**src/rtl/sinc_mclk_pkg.sv**
```systemverilog
// sinc_mclk_pkg
//   Shared definitions for the multi-channel modulator clock generator:
//   default sizing, the strobe pair type and the phase preload clamp.
package sinc_mclk_pkg;

   localparam int NUM_CH_DEF = 4;
   localparam int DIV_W_DEF  = 16;

   // Registered edge strobes of one channel.
   typedef struct packed {
      logic rise;
      logic fall;
   } strb_t;

   // A phase preload at or beyond the half-period would never reach the
   // toggle compare, so it restarts the count from zero instead.
   function automatic logic [31:0] phase_clamp(input logic [31:0] p,
                                               input logic [31:0] d);
      return (p < d) ? p : 32'd0;
   endfunction

endpackage

```
**src/rtl/sinc_mclk_chan.sv**
```systemverilog
// sinc_mclk_chan
//   One modulator clock channel: half-period counter, latched divider,
//   glitch-free toggle and registered rise/fall strobes.
// Ports:
//   clk_i      system clock (rising edge)
//   rst_i      synchronous active-high reset
//   run_i      channel running (global enable AND channel enable)
//   sync_i     realign request
//   mdiv_i     requested half-period in clk_i cycles
//   phase_i    counter preload applied on sync
//   mclk_o     modulator clock
//   rise_o     high in the first cycle mclk_o reads 1
//   fall_o     high in the first cycle mclk_o reads 0
//   cfg_err_o  high while the active divider is zero
module sinc_mclk_chan
   import sinc_mclk_pkg::*;
#(
   parameter int DIV_W = DIV_W_DEF
) (
   input  logic             clk_i,
   input  logic             rst_i,
   input  logic             run_i,
   input  logic             sync_i,
   input  logic [DIV_W-1:0] mdiv_i,
   input  logic [DIV_W-1:0] phase_i,
   output logic             mclk_o,
   output logic             rise_o,
   output logic             fall_o,
   output logic             cfg_err_o
);

   logic [DIV_W-1:0] cnt_q, cnt_d;
   logic [DIV_W-1:0] div_q, div_d;
   logic             mclk_q, mclk_d;
   logic             err_q, err_d;
   strb_t            strb_q, strb_d;

   always_comb begin
      cnt_d  = cnt_q;
      div_d  = div_q;
      mclk_d = mclk_q;
      err_d  = err_q;
      strb_d = '0;
      if (sync_i) begin
         // Realign drops mclk silently: no fall strobe even if it was high.
         div_d  = mdiv_i;
         mclk_d = 1'b0;
         cnt_d  = DIV_W'(phase_clamp(32'(phase_i), 32'(mdiv_i)));
      end else if (!run_i) begin
         // Frozen: count and level hold, but track config so a divider
         // written while disabled is live on the first running cycle.
         div_d = mdiv_i;
      end else if (div_q == '0) begin
         mclk_d = 1'b0;
         cnt_d  = '0;
         err_d  = 1'b1;
         div_d  = mdiv_i;
      end else begin
         err_d = 1'b0;
         if (cnt_q == div_q - DIV_W'(1)) begin
            mclk_d      = ~mclk_q;
            cnt_d       = '0;
            strb_d.rise = ~mclk_q;
            strb_d.fall = mclk_q;
            // Divider changes only land at the end of a full period.
            if (mclk_q) div_d = mdiv_i;
         end else begin
            cnt_d = cnt_q + DIV_W'(1);
         end
      end
   end

   always_ff @(posedge clk_i) begin
      if (rst_i) begin
         cnt_q  <= '0;
         div_q  <= '0;
         mclk_q <= 1'b0;
         err_q  <= 1'b0;
         strb_q <= '0;
      end else begin
         cnt_q  <= cnt_d;
         div_q  <= div_d;
         mclk_q <= mclk_d;
         err_q  <= err_d;
         strb_q <= strb_d;
      end
   end

   assign mclk_o    = mclk_q;
   assign rise_o    = strb_q.rise;
   assign fall_o    = strb_q.fall;
   assign cfg_err_o = err_q;

endmodule

```
**src/rtl/sinc_mclk_gen_multi.sv**
```systemverilog
// sinc_mclk_gen_multi
//   NUM_CH independent modulator clocks for the sinc filter front end.
// Ports:
//   sys_clk    system clock (rising edge)
//   reset      synchronous active-high reset
//   enable     global run enable
//   ch_en      per-channel run enable
//   mdiv       packed per-channel half-periods, channel i at [i*DIV_W +: DIV_W]
//   phase      packed per-channel sync preloads, same packing
//   sync       realign all channels
//   mclk       modulator clocks
//   mclk_rise  per-channel rise strobes
//   mclk_fall  per-channel fall strobes
//   cfg_err    per-channel zero-divider flags
module sinc_mclk_gen_multi
   import sinc_mclk_pkg::*;
#(
   parameter int NUM_CH = NUM_CH_DEF,
   parameter int DIV_W  = DIV_W_DEF
) (
   input  logic                    sys_clk,
   input  logic                    reset,
   input  logic                    enable,
   input  logic [NUM_CH-1:0]       ch_en,
   input  logic [NUM_CH*DIV_W-1:0] mdiv,
   input  logic [NUM_CH*DIV_W-1:0] phase,
   input  logic                    sync,
   output logic [NUM_CH-1:0]       mclk,
   output logic [NUM_CH-1:0]       mclk_rise,
   output logic [NUM_CH-1:0]       mclk_fall,
   output logic [NUM_CH-1:0]       cfg_err
);

   for (genvar g = 0; g < NUM_CH; g++) begin : g_ch
      sinc_mclk_chan #(.DIV_W(DIV_W)) u_chan (
         .clk_i     (sys_clk),
         .rst_i     (reset),
         .run_i     (enable & ch_en[g]),
         .sync_i    (sync),
         .mdiv_i    (mdiv[g*DIV_W +: DIV_W]),
         .phase_i   (phase[g*DIV_W +: DIV_W]),
         .mclk_o    (mclk[g]),
         .rise_o    (mclk_rise[g]),
         .fall_o    (mclk_fall[g]),
         .cfg_err_o (cfg_err[g])
      );
   end

endmodule

```
**config.mk**
```make
export PLATFORM = sky130hd
export DESIGN_NAME = sinc_mclk_gen_multi
export DESIGN_NICKNAME = d
export VERILOG_FILES = /design/src/rtl/sinc_mclk_pkg.sv /design/src/rtl/sinc_mclk_chan.sv /design/src/rtl/sinc_mclk_gen_multi.sv
export SDC_FILE = /design/constraint.sdc
export NUM_CORES = 1
export LEC_CHECK = 0
export ABC_AREA = 1
export BUFFER_PORTS_ARGS = -buffer_cell sky130_fd_sc_hd__buf_2
export CORE_ASPECT_RATIO = 0.5
export CORE_MARGIN = 2
export CORE_UTILIZATION = 62
export CTS_BUF_LIST = sky130_fd_sc_hd__clkbuf_4 sky130_fd_sc_hd__clkbuf_8
export CTS_CLUSTER_DIAMETER = 60
export DETAILED_ROUTE_END_ITERATION = 10
export PLACE_DENSITY = 0.94
export SYNTH_ARGS = -nofsm -noshare
export SYNTH_HDL_FRONTEND = slang
export SYNTH_SLANG_ARGS = --single-unit
export TNS_END_PERCENT = 30
```
**constraint.sdc**
```tcl
create_clock -name sys_clk -period 3.01 [get_ports sys_clk]
set_input_delay 0.602 -clock sys_clk [delete_from_list [all_inputs] [get_ports sys_clk]]
set_output_delay 0.602 -clock sys_clk [all_outputs]
set_load 0.02 [all_outputs]
```
==> run_results.csv, run 1 <==
group,metric,value,unit
outcome,status,"complete, no violations",
route,wl_per_cell,14.9,microns
worst_setup_path,cp_data_arrival_time,3.16,ns
timing,fin_tns_setup,0,ns
timing,max_freq,0.359,GHz
power,fin_total_pwr,5.40,mW
yosys,synth_commonest_cells,"nand2_1, inv_1, nor2_1, nand3_1, dfxtp_1",
timing,hold_violations,0,
timing,grt_setup_unrepaired,"false",
yosys,synth_top_area_cell,"dfxtp_1",
yosys,syn_area,12700,sq um
clock_tree,cts_setup_buffers,0,
yosys,synth.most_common_cell,"nand2_1",
floorplan,die_h,105,microns
yosys,synth_seq_area_share,22.8,%
worst_setup_path,worstPathCellList,"inv_1 > ha_1 > nand3_2 > nor2_4 > nand3_1 > xor2_1 > inv_1 > nor2_1 > nand4_4 > a21oi_1 > nor2_1",
clock_tree,cts.sink_count,144,
route,firstDrtPassIters,8,
global_routing,grt_pass1_wl,60300,microns
clock_tree,cts_buffer_depth,2,
clock_tree,cts_tree,"done",
hold_path,hold_depth,3,
clock_tree,cts-root-buf,"clkbuf_8",
worst_setup_path,path_buf_inv,2,
layout,seqCellArea,2880,sq um
global_routing,antenna_found_initial,0,
power,vdd_drop_max,208,uV
floorplan,dieArea,21700,sq um
hold_path,min_to,"g_ch[3].u_chan.div_q[5]",
placed_design,place.port_buffers,151,
yosys,synth.top_cell.area_share,22.8,%
worst_setup_path,cp-start-kind,"flop",
layout,area_growth,9.03,%
yosys,synthCells,2108,
clock_tree,worstSkewPairLatency,0.49,ns
worst_setup_path,r2r-end,"g_ch[3].u_chan.div_q[13]",
timing,skew,0.0142,ns
floorplan,die_width,206,microns
route,drt_iter0_markers,1477,
worst_setup_path,slowest_stage,"nand4_4",
placed_design,pre_cts_ws,0.216,ns
yosys,syn_nets,2312,
route,routed_wirelength,36900,microns
global_routing,grt_max_degree,41,
worst_setup_path,path_delay_family,"simple AND/OR/NAND/NOR gates",
hold_path,hp-start,"mdiv[53]",
yosys,synth-seq-cells,144,
layout,drive_gt1_share,11.7,%
route,drc,0,
global_routing,track_usage,34.4,%
yosys,ys_types,45,
worst_setup_path,reg2reg_from,"g_ch[3].u_chan.div_q[0]",
placed_design,dp_hpwl,28500,microns
route,vias_per_cell,5.68,
clock_tree,numCtsBuffers,17,
flow_run,drv_cap,0,
layout,nNetsFinal,2410,
global_routing,grt_pass1_vias,12800,
yosys,synth-edff-count,0,
clock_tree,htreeDepth,4,
placed_design,gp_congestion,1.03,
clock_tree,holdBufCountCts,0,
route,ant_nets,0,
hold_path,hold_class,"in -> reg",
layout,multi_input_area,8130,sq um
floorplan,rows,36,
worst_setup_path,slowest_delay,0.44,ns
worst_setup_path,setup.worst_path.class,"reg -> reg",
power,powerDensity,391,nW/um^2
floorplan,coreArea,19700,sq um
timing,timing.final.crit_share,92.5,%
timing,setup_ws,0.225,ns
timing,slew_viol_final,0,
clock_tree,cts_resized,0,
timing,setup_viol,0,
timing,min_period,2.78,ns
global_routing,grt_overflow,0,
clock_tree,clkTransAtPathRegs,0.09,ns
floorplan,ios,152,
worst_setup_path,r2r_slack,0.23,ns
yosys,yosys_warnings,0,
power,p_leak,7.28,nW
worst_setup_path,reg2reg_depth,11,
yosys,synthTopCellsByArea,"dfxtp_1, nand2_1, inv_1",
worst_setup_path,critPathCaptureType,"flop",
yosys,synth_ff_type,"dfxtp_1",
worst_setup_path,worstPathMaxFanout,33,
layout,fillers,1762,
worst_setup_path,worstPathRequired,3.39,ns
yosys,avgSynthCellArea,6.01,sq um
route,vias,14100,
yosys,async_flop_share,0,%
timing,worst_pin_slew,1.29,ns
floorplan,start_util,64.2,%
timing,slew_headroom,13.2,%
[cell type report]
class,count,share of cell area [%]
clock buffers,21,2.00
repair buffers,170,6.59
inverters,311,8.47
diodes,1,0.0181
flip-flops and latches,144,20.9
clock inverters,9,0.806
multi-input cells,1562,58.8
well taps,266,2.41
[per-stage QoR]
stage               area (sq um)  hold WS, ns  std cells  util [%]
CTS                        13800        0.352       2483      70.0
global placement           13400        0.494       2453      68.0
detailed placement         13400        0.494       2453      68.0
floorplan                  12700        0.426       2108         -
global route               13800        0.389       2483      70.0
finish                     13800        0.361       2484      70.0
[how the worst max path moves through the flow]
stage	slack, ns	from	end	depth (start not counted)
floorplan	0.89	mdiv[15]	g_ch[0].u_chan.cnt_q[10]	10
global placement	0.26	mdiv[7]	g_ch[0].u_chan.cnt_q[7]	10
detailed placement	0.22	mdiv[5]	g_ch[0].u_chan.cnt_q[7]	10
CTS	0.25	g_ch[3].u_chan.div_q[0]	g_ch[3].u_chan.div_q[13]	11
global route	0.02	g_ch[3].u_chan.div_q[0]	g_ch[3].u_chan.div_q[13]	11
finish	0.23	g_ch[3].u_chan.div_q[0]	g_ch[3].u_chan.div_q[13]	11
[cells by family (layout without fill, tap and decap cells)]
family / after synthesis / count (layout) / synth area share (%)
AND/OR/NAND/NOR: 1228 / 1228 / 43.9
buffers and inverters: 402 / 511 / 13.1
AO/OA/AOI/OAI: 176 / 176 / 7.24
flip-flops: 144 / 144 / 22.8
XOR/XNOR: 90 / 90 / 6.28
adder cells (fa/ha/maj): 68 / 68 / 6.71
other: 0 / 1 / 0
[metal layers]
metal	track usage, %	wire [microns]	vias up
met5	0	0	-
met4	14.0	1220	0
met3	5.46	3440	110
met2	56.6	16500	718
met1	44.8	15700	6308
li1	-	-	6964
[worst min-delay path, cell delays in order]
cell and delay (ns):
buf_2 0.09, a21oi_1 0.04, nor2_1 0.08
[registers in the layout (all words and copies together), names as in the netlist]
register	count
g_ch.u_chan.cnt_q	64
g_ch.u_chan.div_q	64
g_ch.u_chan.cfg_err_o	4
g_ch.u_chan.fall_o	4
g_ch.u_chan.mclk_o	4
g_ch.u_chan.rise_o	4
[report_power, final]
group | switching (mW) | internal, mW | total [mW]
combinational | 0.999 | 0.589 | 1.59
clock | 0.803 | 0.789 | 1.59
sequential | 0.189 | 2.03 | 2.22
total | 1.99 | 3.40 | 5.40
[layout by cell type, fill, tap and decap left out, types with 3 or more instances in the layout]
cell type and n:
nor2_2 12, clkbuf_8 19, or2_2 4, nor3_1 30, nand3b_1 32, ha_1 68
xnor2_1 29, o21ai_1 12, clkinv_4 3, nor2_4 8, nor4_1 10, inv_2 14
dfxtp_1 144, a21oi_1 106, buf_2 151, nand4_1 113, o21ai_0 45, o21bai_1 3
o21a_1 4, inv_1 294, nand3_2 3, nand3_1 208, nand2_2 6, nand2_1 536
nor2_1 253, clkinv_2 4, buf_4 18, xor2_1 60
(Power assumes the default switching activity.)
==> run 2, diff against run 1 <==
SYNTH_HIERARCHICAL = 1   (was unset)
==> run_results.csv, run 2 <==
group,metric,value,unit
floorplan,die_width,206,microns
power,p_leak,7.28,nW
hold_path,hold_class,"in -> reg",
floorplan,rows,36,
power,clkPwrFrac,31.6,%
layout,seqCellArea,2880,sq um
global_routing,top_usage_layer,"met2",
timing,fin_tns_setup,0,ns
global_routing,met3_usage,7.86,%
outcome,status,"complete, no violations",
placed_design,gp_congestion,0.993,
clock_tree,cts_tree,"done",
yosys,synth_ff_type,"dfxtp_1",
power,switching_power,2.06,mW
route,vias_per_cell,5.72,
placed_design,dp_hpwl,27700,microns
layout,drive_gt1_share,14.8,%
route,drt_iter0_markers,1343,
power,vdd_drop_max,306,uV
clock_tree,cts_resized,0,
route,firstDrtPassIters,8,
yosys,synth_commonest_cells,"nand2_1, inv_1, nand4_1, nor2_1, a21oi_1",
layout,area_growth,10.1,%
yosys,synth_top_area_cell,"dfxtp_1",
clock_tree,cts_buffer_depth,2,
timing,slew_viol_final,0,
yosys,synth.top_cell.area_share,22.7,%
clock_tree,holdBufCountCts,0,
timing,setup_viol,0,
yosys,synth-edff-count,0,
clock_tree,cts_setup_buffers,0,
floorplan,coreArea,19800,sq um
worst_setup_path,r2r_slack,0.28,ns
timing,worst_pin_slew,1.31,ns
global_routing,grt_pass1_wl,59500,microns
timing,grt_setup_unrepaired,"false",
global_routing,antenna_found_initial,1,
clock_tree,clkTransAtPathRegs,0.09,ns
yosys,ys_types,31,
worst_setup_path,cp_data_arrival_time,3.15,ns
timing,slew_headroom,12.1,%
placed_design,place.port_buffers,151,
floorplan,ios,152,
clock_tree,htreeDepth,4,
worst_setup_path,setup.worst_path.class,"reg -> reg",
route,routed_wirelength,36400,microns
yosys,syn_area,12700,sq um
clock_tree,cts.sink_count,144,
power,combPwrFrac,29.1,%
clock_tree,numCtsBuffers,17,
layout,reg.largest.list,"g_ch.u_chan/cnt_q: 64 flops, g_ch.u_chan/div_q: 64 flops",
layout,final_common_cell,"nand2_1",
global_routing,use_met1,42.8,%
yosys,async_flop_share,0,%
worst_setup_path,critPathCaptureType,"flop",
timing,min_period,2.73,ns
floorplan,start_util,64.1,%
power,p_seq_share,39.3,%
timing,hold_violations,0,
clock_tree,worstSkewPairLatency,0.49,ns
yosys,avgSynthCellArea,6.27,sq um
global_routing,grtUsageMet2,54.1,%
worst_setup_path,worstPathRequired,3.43,ns
yosys,yosys_warnings,6,
timing,hold-worst-slack,0.443,ns
global_routing,grt_overflow,0,
global_routing,grt_pass1_vias,12700,
layout,fillers,1689,
floorplan,dieArea,21700,sq um
route,vias,13800,
flow_run,drv_cap,0,
yosys,syn_nets,2228,
layout,multi_input_area,8110,sq um
yosys,synthTopCellsByArea,"dfxtp_1, nand2_1, inv_1",
floorplan,die_h,105,microns
worst_setup_path,worstPathMaxFanout,32,
layout,nNetsFinal,2341,
power,p_sw_share,36.2,%
yosys,synth-seq-cells,144,
global_routing,track_usage,33.9,%
timing,skew,0.0118,ns
timing,max_freq,0.367,GHz
power,p_int,3.62,mW
route,wl_per_cell,15.1,microns
yosys,synth.most_common_cell,"nand2_1",
power,powerDensity,406,nW/um^2
layout,final_cell_mix,"nand2_1, inv_1, nand4_1, nor2_1, buf_2",
yosys,synthCells,2024,
worst_setup_path,cp-start-kind,"flop",
route,drc,0,
global_routing,grt_max_degree,39,
yosys,synth_seq_area_share,22.7,%
clock_tree,cts-root-buf,"clkbuf_8",
timing,timing.final.crit_share,90.6,%
route,ant_nets,0,
## run 2: changes by cell type after synthesis, sizes merged, moves of 4 or more
| cell | before | now |
|---|---|---|
| nand3 | 213 | 140 |
| buf | 42 | 28 |
| xor2 | 61 | 88 |
| nand4 | 114 | 184 |
| inv | 309 | 332 |
| nor3 | 32 | 24 |
| o21ai | 57 | 28 |
| or2 | 4 | 8 |
| nor2 | 273 | 220 |
| nand3b | 32 | 24 |
| a21oi | 106 | 172 |
| o21a | 4 | 0 |
| nand2 | 544 | 464 |
## run 2: worst paths after layout
path                            from                      end  cells past startpoint
max          g_ch[1].u_chan/div_q[0]  g_ch[1].u_chan/div_q[8]                     16
max reg2reg  g_ch[1].u_chan/div_q[0]  g_ch[1].u_chan/div_q[8]                     16
min                         mdiv[48]  g_ch[3].u_chan/div_q[0]                      5
min reg2reg    g_ch[2].u_chan/mclk_o    g_ch[2].u_chan/fall_o                      2
## run 2: cell type report
type | count | area share [%]
clock inverter | 14 | 1.54
clock buffer | 17 | 1.68
tap | 266 | 2.38
antenna | 1 | 0.0179
multi-input combinational | 1464 | 58.1
timing repair buffer | 174 | 6.65
inverter | 336 | 9.03
sequential | 144 | 20.6
## run 2: cell families after synthesis
kind of cell | after synthesis | synth area share, %
buffers and inverters | 416 | 13.3
and+or+nand+nor | 1076 | 40.4
xor gates and xnor gates | 116 | 8.01
DFF | 144 | 22.7
AOI/OAI and AO/OA | 204 | 8.80
adders and majority gates | 68 | 6.71
## run 2: per-layer routing
| layer | part of all wire, % | up-vias |
|---|---|---|
| met5 | 0 | - |
| met4 | 4.0 | 0 |
| met3 | 10 | 129 |
| met2 | 45 | 719 |
| met1 | 41 | 6165 |
| li1 | - | 6812 |
## run 2: critical path, cell delays in order (launching register included)
cell and delay, ns:
dfxtp_1 0.33, inv_1 0.19, ha_1 0.30, nand2_2 0.15, nor2_4 0.17, nand2_1 0.09
nand2_1 0.07, nand2_1 0.08, nand2_1 0.09, inv_2 0.03, nand2_1 0.09, nor2_4 0.04
nand2_4 0.18, nand3_4 0.39, nand3_1 0.24, nand2_1 0.09, nor2_1 0.13
## run 2: per-stage QoR
stage	cells	util, %	worst slack (ns)	power (mW)	cell area [sq um]
final	2416	70.6	0.284	5.67	14000
after global routing	2416	70.6	0.0558	6.00	14000
after CTS	2415	70.6	0.351	5.66	14000
after detailed placement	2384	68.3	0.253	3.87	13500
after global placement	2384	68.3	0.336	3.82	13500
after floorplan	2024	-	0.852	3.44	12700
## run 2: power by group through the flow
stage	clock network, mW	registers, mW	logic, mW
2_1_floorplan	0	2.20	1.24
3_3_place_gp	0	2.26	1.56
3_5_place_dp	0	2.26	1.60
4_1_cts	1.82	2.22	1.62
5_1_grt	1.89	2.24	1.86
6_report	1.79	2.23	1.65
